**src/rtl/trng_word_packer.sv**
```systemverilog
// -----------------------------------------------------------------------------
// trng_word_packer
//
// Serial-to-parallel packer for the ring-oscillator TRNG datapath. It gathers
// one random bit per enabled clock into WIDTH-bit words and presents each
// completed word on a valid/ready output. The output has a single holding
// register.
//
// A word that completes while the holding register still holds an unconsumed
// word is dropped. The drop is counted and never disturbs the word being
// presented.
//
// Parameters
//   WIDTH      word width in bits (2..64)
//   MSB_FIRST  1: first received bit lands in word[WIDTH-1]
//              0: first received bit lands in word[0]
//   OVR_W      width of the saturating dropped-word counter
//
// Ports
//   clk_i           clock, all state on the rising edge
//   clear_n_i       asynchronous active-low reset
//   clear_i         synchronous soft clear (same effect as reset)
//   en_i            bit-valid strobe; in_i is sampled when high
//   in_i            serial random bit
//   word_ready_i    consumer accepts word_o when word_valid_o is high
//   word_o          assembled word, stable while word_valid_o is high
//   word_valid_o    holding register contains an unconsumed word
//   fill_count_o    bits collected toward the current word (0..WIDTH-1)
//   overrun_o       sticky flag, set when any word is dropped
//   overrun_cnt_o   dropped-word count, saturating
// -----------------------------------------------------------------------------
module trng_word_packer #(
    parameter int WIDTH     = 8,
    parameter bit MSB_FIRST = 1'b1,
    parameter int OVR_W     = 8
) (
    input  logic                         clk_i,
    input  logic                         clear_n_i,
    input  logic                         clear_i,
    input  logic                         en_i,
    input  logic                         in_i,
    input  logic                         word_ready_i,
    output logic [WIDTH-1:0]             word_o,
    output logic                         word_valid_o,
    output logic [$clog2(WIDTH+1)-1:0]   fill_count_o,
    output logic                         overrun_o,
    output logic [OVR_W-1:0]             overrun_cnt_o
);

    localparam int FCW = $clog2(WIDTH + 1);
    localparam logic [FCW-1:0] FILL_LAST = FCW'(WIDTH - 1);
    localparam logic [FCW-1:0] FILL_ONE  = FCW'(1);
    localparam logic [OVR_W-1:0] CNT_ONE = OVR_W'(1);

    logic [WIDTH-1:0] sr_q,    sr_d;
    logic [WIDTH-1:0] word_q,  word_d;
    logic [FCW-1:0]   fill_q,  fill_d;
    logic             valid_q, valid_d;
    logic             ovr_q,   ovr_d;
    logic [OVR_W-1:0] cnt_q,   cnt_d;

    logic [WIDTH-1:0] shifted;
    logic             complete;
    logic             load;
    logic             drop;

    // Shift direction is fixed at elaboration time.
    generate
        if (MSB_FIRST) begin : g_msb_first
            assign shifted = {sr_q[WIDTH-2:0], in_i};
        end else begin : g_lsb_first
            assign shifted = {in_i, sr_q[WIDTH-1:1]};
        end
    endgenerate

    // The completing bit is taken straight from in_i through 'shifted', so the
    // holding register receives the full word on the same edge.
    assign complete = en_i && (fill_q == FILL_LAST);
    // The holding register is free if it is empty, or if it is being drained
    // on this very edge.
    assign load     = complete && (!valid_q || word_ready_i);
    assign drop     = complete && valid_q && !word_ready_i;

    always_comb begin
        sr_d    = sr_q;
        fill_d  = fill_q;
        word_d  = word_q;
        valid_d = valid_q;
        ovr_d   = ovr_q;
        cnt_d   = cnt_q;
        if (clear_i) begin
            sr_d    = '0;
            fill_d  = '0;
            word_d  = '0;
            valid_d = 1'b0;
            ovr_d   = 1'b0;
            cnt_d   = '0;
        end else begin
            if (en_i) begin
                // The shift register is not cleared on completion; every bit
                // is overwritten before the next word completes.
                sr_d   = shifted;
                fill_d = complete ? '0 : fill_q + FILL_ONE;
            end
            if (load) begin
                word_d  = shifted;
                valid_d = 1'b1;
            end else if (valid_q && word_ready_i) begin
                valid_d = 1'b0;
            end
            if (drop) begin
                ovr_d = 1'b1;
                if (!(&cnt_q)) begin
                    cnt_d = cnt_q + CNT_ONE;
                end
            end
        end
    end

    always_ff @(posedge clk_i or negedge clear_n_i) begin
        if (!clear_n_i) begin
            sr_q    <= '0;
            fill_q  <= '0;
            word_q  <= '0;
            valid_q <= 1'b0;
            ovr_q   <= 1'b0;
            cnt_q   <= '0;
        end else begin
            sr_q    <= sr_d;
            fill_q  <= fill_d;
            word_q  <= word_d;
            valid_q <= valid_d;
            ovr_q   <= ovr_d;
            cnt_q   <= cnt_d;
        end
    end

    assign word_o        = word_q;
    assign word_valid_o  = valid_q;
    assign fill_count_o  = fill_q;
    assign overrun_o     = ovr_q;
    assign overrun_cnt_o = cnt_q;

endmodule

```
**config.mk**
```make
export PLATFORM = sky130hd
export DESIGN_NAME = trng_word_packer
export DESIGN_NICKNAME = d
export VERILOG_FILES = /design/src/rtl/trng_word_packer.sv
export SDC_FILE = /design/constraint.sdc
export NUM_CORES = 1
export LEC_CHECK = 0
export ABC_AREA = 1
export CAP_MARGIN = 15
export CORE_MARGIN = 10
export CORE_UTILIZATION = 46
export DETAILED_ROUTE_END_ITERATION = 10
export PLACE_DENSITY = 0.75
export REMOVE_ABC_BUFFERS = 1
export SLEW_MARGIN = 40
export SYNTH_ARGS = -nofsm -noshare
export SYNTH_HDL_FRONTEND = slang
export SYNTH_SLANG_ARGS = --single-unit
export TNS_END_PERCENT = 50
```
**constraint.sdc**
```tcl
create_clock -name clk_i -period 1.4 [get_ports clk_i]
set_clock_uncertainty 0.05 [all_clocks]
set_input_delay 0.28 -clock clk_i [delete_from_list [all_inputs] [get_ports clk_i]]
set_output_delay 0.28 -clock clk_i [all_outputs]
set_load 0.01 [all_outputs]
```
# After elaboration in Yosys (flattened, before gate mapping)
# Cells that the tools add are included.
[word_totals]
ff_bits = 29
input_bits = 6
output_inout_bits = 22
[classes]
n_addsub = 2
eq_ne = 2
muxes = 15
n_reduce_logical = 14
[op_table]
columns = ["cell", "n"]
rows = [
  ["$mux W8", 5],
  ["$mux W7", 2],
  ["$mux W4", 3],
  ["$add A8 B1 Y8 const B", 1],
  ["$reduce_and A8 Y1", 1],
  ["$reduce_bool A2 Y1", 3],
  ["$logic_and A1 B1 Y1", 5],
  ["$mux W1", 5],
  ["$add A4 B1 Y4 const B", 1],
  ["$eq A4 B3 Y1 const B", 1],
  ["$reduce_bool A3 Y1", 1],
  ["$logic_not A1 Y1", 2],
  ["$ne A2 B2 Y1 const B", 1],
  ["$reduce_and A2 Y1", 1],
  ["$logic_or A1 B1 Y1", 1],
]

# Depth between registers and ports, before layout
# Gate-level depths: netlist (run 1).
[depth]
word_depth = 6
mapped_depth = 9
mapped_depth_nobuf = 9

# Worst setup path after synthesis (run 1)
# Ideal clock, no wire load.
[synth_path]
path_type = "reg2reg"
startpoint = "register fill_q[0] (netlist: fill_count_o[0])"
endpoint = "register word_q[1] (netlist: word_o[1])"
arrival_ns = 1.206
required_time_ns = 1.225
setup_slack_ns = 0.018
stages_incl_launch_ff = 8
path_buffers = 1
path_cell_list = "dfrtp_1 ha_1 nand3_4 nor2_4 nand2_4 buf_8 nand3_2 o31ai_1"
[synth_between]
elab_chain_len = 4
[synth_rtl]
columns = ["element", "line_no", "source"]
rows = [
  ["start, declared", "57", "logic [FCW-1:0] fill_q, fill_d;"],
  ["start signal, assigned", "130", "fill_q <= fill_d;"],
  ["$eq A4 B3 Y1", "78", "assign complete = en_i && (fill_q == FILL_LAST);"],
  ["$logic_and A1 B1 Y1", "78", ""],
  ["$logic_and A1 B1 Y1", "81", "assign load = complete && (!valid_q || word_ready_i);"],
  ["$reduce_bool A2 Y1 (no line)", "n/a", ""],
  ["end signal, assigned", "131", "word_q <= word_d;"],
  ["end, declared", "56", "logic [WIDTH-1:0] word_q, word_d;"],
]
# Every way passes these cells.
# A chain may end at the register's enable or synchronous reset.

# Worst setup path in the final report (run 1)
[layout_path]
startpoint = "register fill_q[0] (netlist: fill_count_o[0])"
endpoint = "register cnt_q[2] (netlist: overrun_cnt_o[2])"
[layout_between]
elab_chain_len = 6
[layout_rtl]
columns = ["element", "line_no", "source"]
rows = [
  ["$eq A4 B3 Y1", "78", ""],
  ["$logic_and A1 B1 Y1", "78", ""],
  ["$logic_and A1 B1 Y1 (2 in a row)", "82", "assign drop = complete && valid_q && !word_ready_i;"],
  ["$reduce_bool A2 Y1 (no line)", "n/a", ""],
  ["$reduce_and A2 Y1 (no line)", "n/a", ""],
  ["end signal, assigned", "134", "cnt_q <= cnt_d;"],
  ["end, declared", "60", "logic [OVR_W-1:0] cnt_q, cnt_d;"],
]
# Every way passes these cells.

==> impl_results.md, run 1 <==
- Status: finished, violations left
- Failing checks: setup timing
- Number of global-route vias before repair: ~1400
- Cells after DPL: 254
- Seq/Total Area, Yosys: 48.45%
- RSZ-0062 raised after global routing: yes
- Layout Nets: 237
- Yosys cell types: 27
- DRT Pass-1 Iters: 4
- Async SR Flop Fraction: 100.0%
- Clk slew on worst S/H paths: 0.10 ns
- Hpwl dp: 2583 um
- Crit path kind: flop to flop
- Die Span X: 77.06 um
- Ports: 28
- Req. time, crit path: 1.59 ns
- Initial antenna violation count: 0
- Setup Viol. Count Final: 9
- VDD IR max: roughly 0.56 mV
- Core area: slightly above 3000 um2
- Leakage: 0.9885 nW
- Max-Cap Viols: 0
- Mapped cell area: 1498 um2
- Total GRT Usage: 12.97%
- CTS Sinks: 29
- H-tree Lvls: 2
- Data arrival time of the worst path: 1.63 ns
- Crit Path Max Fanout: 5
- Root buf cell: clkbuf_4
- Fill cell count: around 250
- Adder-cell share of the synthesized area: 1.671%
- Synth Flop Type: dfrtp_1
- Highest clock rate: 0.6924 GHz
- DIE HEIGHT: 77.06 um
- Total Routed Length: 3819 um
- Clock Tree Buf Depth: 2
- Fin crit share: 103.2%
- Dpl cell area: 1934 um2
- Routability cong.: 0.8514
- Hold Vio Cnt, Final: 0
- Hold buffers post-CTS: 0
- Fin Setup TNS: -0.2591 ns
- Synth-to-layout area growth: 45.61%
- Mapped Avg Cell Area: between 8 and 9 um2
- Worst Tran Pin Value: 0.3028 ns
- Clock latency on the worst-skew pair: 0.34 ns
- Most common cell after layout, fill and taps aside: nand2_1
- Iteration-0 DRC Markers: 93
- Cells after Synth: 169
- N_diodes: 0
- Seq cells post-synth: 29
- Largest net degree at the start of global routing: 30
- Overflow after GRT: 0
- Hold Path Class: primary input to asynchronous set/reset pin
- Port bufs: 27
- Starting Density: 48.66%
- Largest family of logic cells by synthesized area: simple AND/OR/NAND/NOR gates
- Total number of vias: 1351
- Complex-gate fraction of the synthesized area: 8.605%
- Drt drc: 0
- Routed len/inst: 13.94 um
- Synth Area in XOR/XNOR: 1.754%
- Largest cells by area after synthesis: dfrtp_1 48%, nand2_1 11%, nand3_2 6.7%, nand3_1 4.3%, inv_1 4.0%
- Post-Synth Simple-Gate Area: between 30 and 40%
- Cell taking the most area after synthesis: dfrtp_1
- Warnings, synthesis: 0
- Min Tclk post-route: about 1.4 ns
- Die outline area: 5938 um2
- Final instance area: 2181 um2
- Pwr/cell area: 702.8 nW/um2
- First-pass GRT wire length: 6389 um
- Most frequent cells in the layout: 36 x nand2_1, 29 x dfrtp_1, 29 x buf_4
- Yosys top cell area share: between 40% and 50%
- Rows: 20
- Relative slew slack: 79.74%
- Final Non-Filler Cells: 274
- Vias per inst: 4.931
- Multiplexer share of the synthesized area: 0%
- CTS buffer count: 5
- Critical path capture point type: flop
- Setup ws final: -0.04431 ns
- TritonCTS clock tree: yes
- ANT nets after route: 0
- Post-synth EDFFs: 0
- CP Launch Type: flop
- Slew Limit Fails: 0
- Share of layout cells above drive strength 1: between 30% and 40%
layer usage:
| layer | GRT usage (%) | vias to the layer above | part of all wire, % |
|---|---|---|---|
| li1 | - | 664 | - |
| met1 | 13.33 | 652 | 40 |
| met2 | 22.51 | 29 | 53 |
| met3 | 6.177 | 6 | 5.4 |
| met4 | 4.562 | 0 | 1.6 |
| met5 | 0 | - | 0 |
worst paths after layout:
check	startpoint	endpoint	slack (ns)	cells past startpoint
min	clear_n_i	sr_q[6]$_DFFE_PN0P_	0.24	2
max in group asynchronous	clear_n_i	overrun_cnt_o[0]$_DFFE_PN0P_	0.90	2
max reg2reg	fill_count_o[0]$_DFFE_PN0P_	overrun_cnt_o[2]$_DFFE_PN0P_	-0.04	9
min in group clk_i	sr_q[5]$_DFFE_PN0P_	sr_q[5]$_DFFE_PN0P_	0.45	2
min reg2reg	sr_q[5]$_DFFE_PN0P_	sr_q[5]$_DFFE_PN0P_	0.45	2
max	fill_count_o[0]$_DFFE_PN0P_	overrun_cnt_o[2]$_DFFE_PN0P_	-0.04	9
sequential cells by signal (all words and copies together) (netlist names):
register / cells
word_o: 8
fill_count_o: 4
overrun_o: 1
sr_q: 7
overrun_cnt_o: 8
word_valid_o: 1
cell usage after synthesis (3+ instances only):
cell type,count
nand2_1,45
dfrtp_1,29
inv_1,16
nand3_1,13
nand3_2,10
nor2_1,9
o21ai_0,8
o21ai_1,5
nor2_2,4
o21ai_2,4
a21oi_1,3
xor2_1,3
layout make-up:
cell class                      count  area (um2)  share of cell area, %
Clock inverter                      3       22.52                  1.033
Tap cell                           44       55.05                  2.524
Clock buffer                        5       37.54                  1.721
Timing Repair Buffer               57       494.2                  22.66
Inverter                           17       65.06                  2.983
Sequential cell                    29       725.7                  33.28
Multi-Input combinational cell    119       780.7                  35.80
through the flow:
step / util (%) / power, mW / hold WS, ns / worst slack [ns]
6_report: 70.85 / 1.533 / 0.2398 / -0.04431
5_1_grt: 70.85 / 1.622 / 0.2252 / -0.1300
4_1_cts: 65.89 / 1.528 / 0.2368 / -0.02460
3_5_place_dp: 62.85 / 0.9954 / 0.4234 / -0.2595
3_3_place_gp: 62.85 / 0.9934 / 0.4169 / -0.2296
2_1_floorplan: - / 0.9059 / -0.06559 / 0.03266
cell families after synthesis:
| kind of cell | after synthesis |
|---|---|
| compound gates | 22 |
| xor+xnor | 3 |
| fa+ha+maj | 2 |
| buf+inv | 22 |
| flops | 29 |
| simple gates | 91 |
power breakdown:
part / switching (mW) / internal, mW / leakage (nW) / total (mW)
clock: 0.330 / 0.194 / 0.0234 / 0.524
combinational: 0.0866 / 0.0712 / 0.562 / 0.158
sequential: 0.00603 / 0.845 / 0.403 / 0.851
total: 0.423 / 1.11 / 0.988 / 1.53
critical path, stage by stage, from the launching register on:
cell,delay [ns]
dfrtp_1,0.39
buf_6,0.12
ha_4,0.16
nand2_4,0.06
nor2_4,0.13
nand3_4,0.10
nand2_4,0.12
nand2_4,0.08
nand2_1,0.06
o21ai_1,0.06
timing repair:
item                       4_1_cts  5_1_grt
setup buffers                    5        6
gates cloned                     0        1
gates resized for setup         29       41
setup endpoints to repair       32       34
pin swaps                        0        9
Note: power is estimated with default switching activity, not from simulation.
==> inputs of run 2 (changes only) <==
Settings changed: CTS_CLUSTER_DIAMETER set to 100, GPL_TIMING_DRIVEN set to 0.
==> impl_results.md, run 2 (synthesized netlist as in run 1, its figures left out) <==
- Area occupied by registers: 730.7 um2 (was 725.7 um2)
- Reg2reg setup slack: 0.05 ns (was -0.04 ns)
- Most frequent cells in the layout: 39 x nand2_1, 25 x dfrtp_1, 18 x dlygate4sd2_1 (was 36 x nand2_1, 29 x dfrtp_1, 29 x buf_4)
- Power Total: 1.454 mW (was 1.533 mW)
- Crit Path Max Fanout: 2 (was 5)
- Slew Limit Fails: 0 (unchanged)
- Rows: 20 (unchanged)
- Starting Density: 48.66% (unchanged)
- Flop pwr share: 58.8% (was 55.5%)
- Leakage: 0.9698 nW (was 0.9885 nW)
- Clock latency on the worst-skew pair: 0.33 ns (was 0.34 ns)
- P_sw: 0.3826 mW (was 0.4227 mW)
- Switch share: 26.32% (was 27.58%)
- Setup ws final: 0.04248 ns (was -0.04431 ns)
- First-pass GRT wire length: 5996 um (was 6389 um)
- Synth-to-layout area growth: 37.01% (was 45.61%)
- N_diodes: 0 (unchanged)
- Drt drc: 0 (unchanged)
- Total GRT Usage: 12.24% (was 12.97%)
- Die outline area: 5938 um2 (unchanged)
- Final Non-Filler Cells: 262 (was 274)
- Internal power: 1.071 mW (was 1.110 mW)
- Overflow after GRT: 0 (unchanged)
- ANT nets after route: 0 (unchanged)
- Share of layout cells above drive strength 1: 33.03% (was 36.52%)
- Critical-path top delay cell: dfrtp_1 (unchanged)
- Pwr/cell area: 708.4 nW/um2 (was 702.8 nW/um2)
- Critical path capture point type: output pin (was flop)
- CP Launch Type: flop (unchanged)
- Vias per inst: 5.008 (was 4.931)
- Clk slew on worst S/H paths: 0.09 ns (was 0.10 ns)
- CP startpoint: overrun_cnt_o[1]$_DFFE_PN0P_ (was fill_count_o[0]$_DFFE_PN0P_)
- R2R depth: 8 (was 9)
- Comb power frac: 7.6% (was 10.3%)
- Routability cong.: 0.7950 (was 0.8514)
- TritonCTS clock tree: yes (unchanged)
- Total number of vias: 1312 (was 1351)
- RSZ-0062 raised after global routing: yes (unchanged)
- Delay-heaviest family, CP: flip-flops (was simple AND/OR/NAND/NOR gates)
- Most common cell after layout, fill and taps aside: nand2_1 (unchanged)
- Max-Cap Viols: 0 (unchanged)
- Total Routed Length: 3583 um (was 3819 um)
- Cell count along the critical path: 1 (was 9)
- Initial antenna violation count: 0 (unchanged)
- Largest net degree at the start of global routing: 30 (unchanged)
- Layout Nets: 225 (was 237)
- Clock Tree Buf Depth: 2 (unchanged)
- Die Span X: 77.06 um (unchanged)
- Highest clock rate: 0.7366 GHz (was 0.6924 GHz)
- Status: complete, no violations (was finished, violations left)
- DIE HEIGHT: 77.06 um (unchanged)
- Worst reg2reg endpoint: overrun_cnt_o[2]$_DFFE_PN0P_ (unchanged)
- Worst flop-to-flop path startpoint: fill_count_o[0]$_DFFE_PN0P_ (unchanged)
- Fill cell count: 271 (was 248)
- Min Tclk post-route: 1.358 ns (was 1.444 ns)
- Crit path kind: flop to output pin (was flop to flop)
- Cells after DPL: 235 (was 254)
- Req. time, crit path: 1.07 ns (was 1.59 ns)
- CTS buffer count: 5 (unchanged)
- Core area: 3078 um2 (unchanged)
- Root buf cell: clkbuf_4 (unchanged)
- Delay of the slowest critical-path stage: 0.41 ns (was 0.39 ns)
- Footprint of the multi-input gates: 770.7 um2 (was 780.7 um2)
- VDD IR max: 0.4901 mV (was 0.5634 mV)
- Port bufs: 27 (unchanged)
- DP Worst Slack: -0.6631 ns (was -0.2595 ns)
- Ports: 28 (unchanged)
- CTS Sinks: 29 (unchanged)
- Hold Vio Cnt, Final: 0 (unchanged)
- DRT Pass-1 Iters: 4 (unchanged)
- CP endpoint: overrun_cnt_o[1] (was overrun_cnt_o[2]$_DFFE_PN0P_)
- Cell Chain, Critical Path: dlygate4sd2_1 (was buf_6 > ha_4 > nand2_4 > nor2_4 > nand3_4 > nand2_4 > nand2_4 > nand2_1 > o21ai_1)
- Setup Viol. Count Final: 0 (was 9)
- Data arrival time of the worst path: 1.03 ns (was 1.63 ns)
- Number of global-route vias before repair: 1330 (was 1411)
- Hold Path Class: primary input to asynchronous set/reset pin (unchanged)
- Relative slew slack: 56.87% (was 79.74%)
- Worst Tran Pin Value: 0.6469 ns (was 0.3028 ns)
- Iteration-0 DRC Markers: 59 (was 93)
- Clk pwr share: 33.6% (was 34.2%)
- Hpwl dp: 2306 um (was 2583 um)
- Routed len/inst: 13.68 um (was 13.94 um)
- H-tree Lvls: 2 (unchanged)
- Fin crit share: 96.97% (was 103.2%)
- CP bufs+invs: 1 (unchanged)
==> run 2: changes by cell type in the layout (fill, tap and decap cells not counted), sizes merged <==
cell,previous run,this run
buf,31,18
clkdlybuf4s15,15,4
clkdlybuf4s50,5,2
clkinv,1,4
clkinvlp,3,0
dlygate4sd2,4,18
dlygate4sd3,0,1
==> run 2: worst min-delay path by stage <==
stage	start	end	slack, ns
after CTS	clear_n_i	sr_q[0]$_DFFE_PN0P_	0.46
after detailed placement	clear_n_i	overrun_cnt_o[2]$_DFFE_PN0P_	0.30
after floorplan	clear_n_i	fill_count_o[0]$_DFFE_PN0P_	-0.07
final	clear_n_i	overrun_cnt_o[4]$_DFFE_PN0P_	0.45
after global routing	clear_n_i	sr_q[0]$_DFFE_PN0P_	0.48
after global placement	sr_q[4]$_DFFE_PN0P_	sr_q[4]$_DFFE_PN0P_	0.42
==> run 2: layout make-up <==
type / count / area share, %
clock buffers: 6 / 2.012
clock inverters: 2 / 0.4878
inverters: 17 / 3.354
multi-input cells: 119 / 37.56
flip-flops and latches: 29 / 35.61
well taps: 44 / 2.683
repair buffers: 44 / 18.05
repair inverters: 1 / 0.2439
==> run 2: layer usage <==
metal  vias up  global-route usage, %  routed length (um)
li1        641                      -                   -
met3         8                  5.944                 288
met4         0                  4.380                  71
met2        40                  21.42                1826
met1       623                  12.37                1397
met5         -                      0                   0
==> run 2: timing repair <==
action,in CTS,in global routing
setup buffers,11,5
gates resized for setup,40,23
hold buffers,1,0
cloned,2,0
endpoints found under the setup margin,49,24
pin swaps,6,7
endpoints found under the hold margin,29,0
==> run 2: metrics by stage <==
stage          cell area, um2  setup TNS, ns  utilization [%]  hold slack (ns)
2_1_floorplan            1454              0                -         -0.06559
3_5_place_dp             1774         -14.45            57.64           0.2977
6_report                 2052              0            66.67           0.4491
5_1_grt                  2052        -0.2429            66.67           0.4846
3_3_place_gp             1779         -26.81            57.80           0.4173
4_1_cts                  1949        -0.2292            63.33           0.4561
==> run 2: power by group through the flow <==
stage	logic [mW]	clock network [mW]	registers, mW
after CTS	0.106	0.506	0.854
final	0.111	0.488	0.854
after global placement	0.0954	0	0.868
after floorplan	0.0357	0	0.870
after detailed placement	0.0970	0	0.868
after global routing	0.125	0.547	0.856
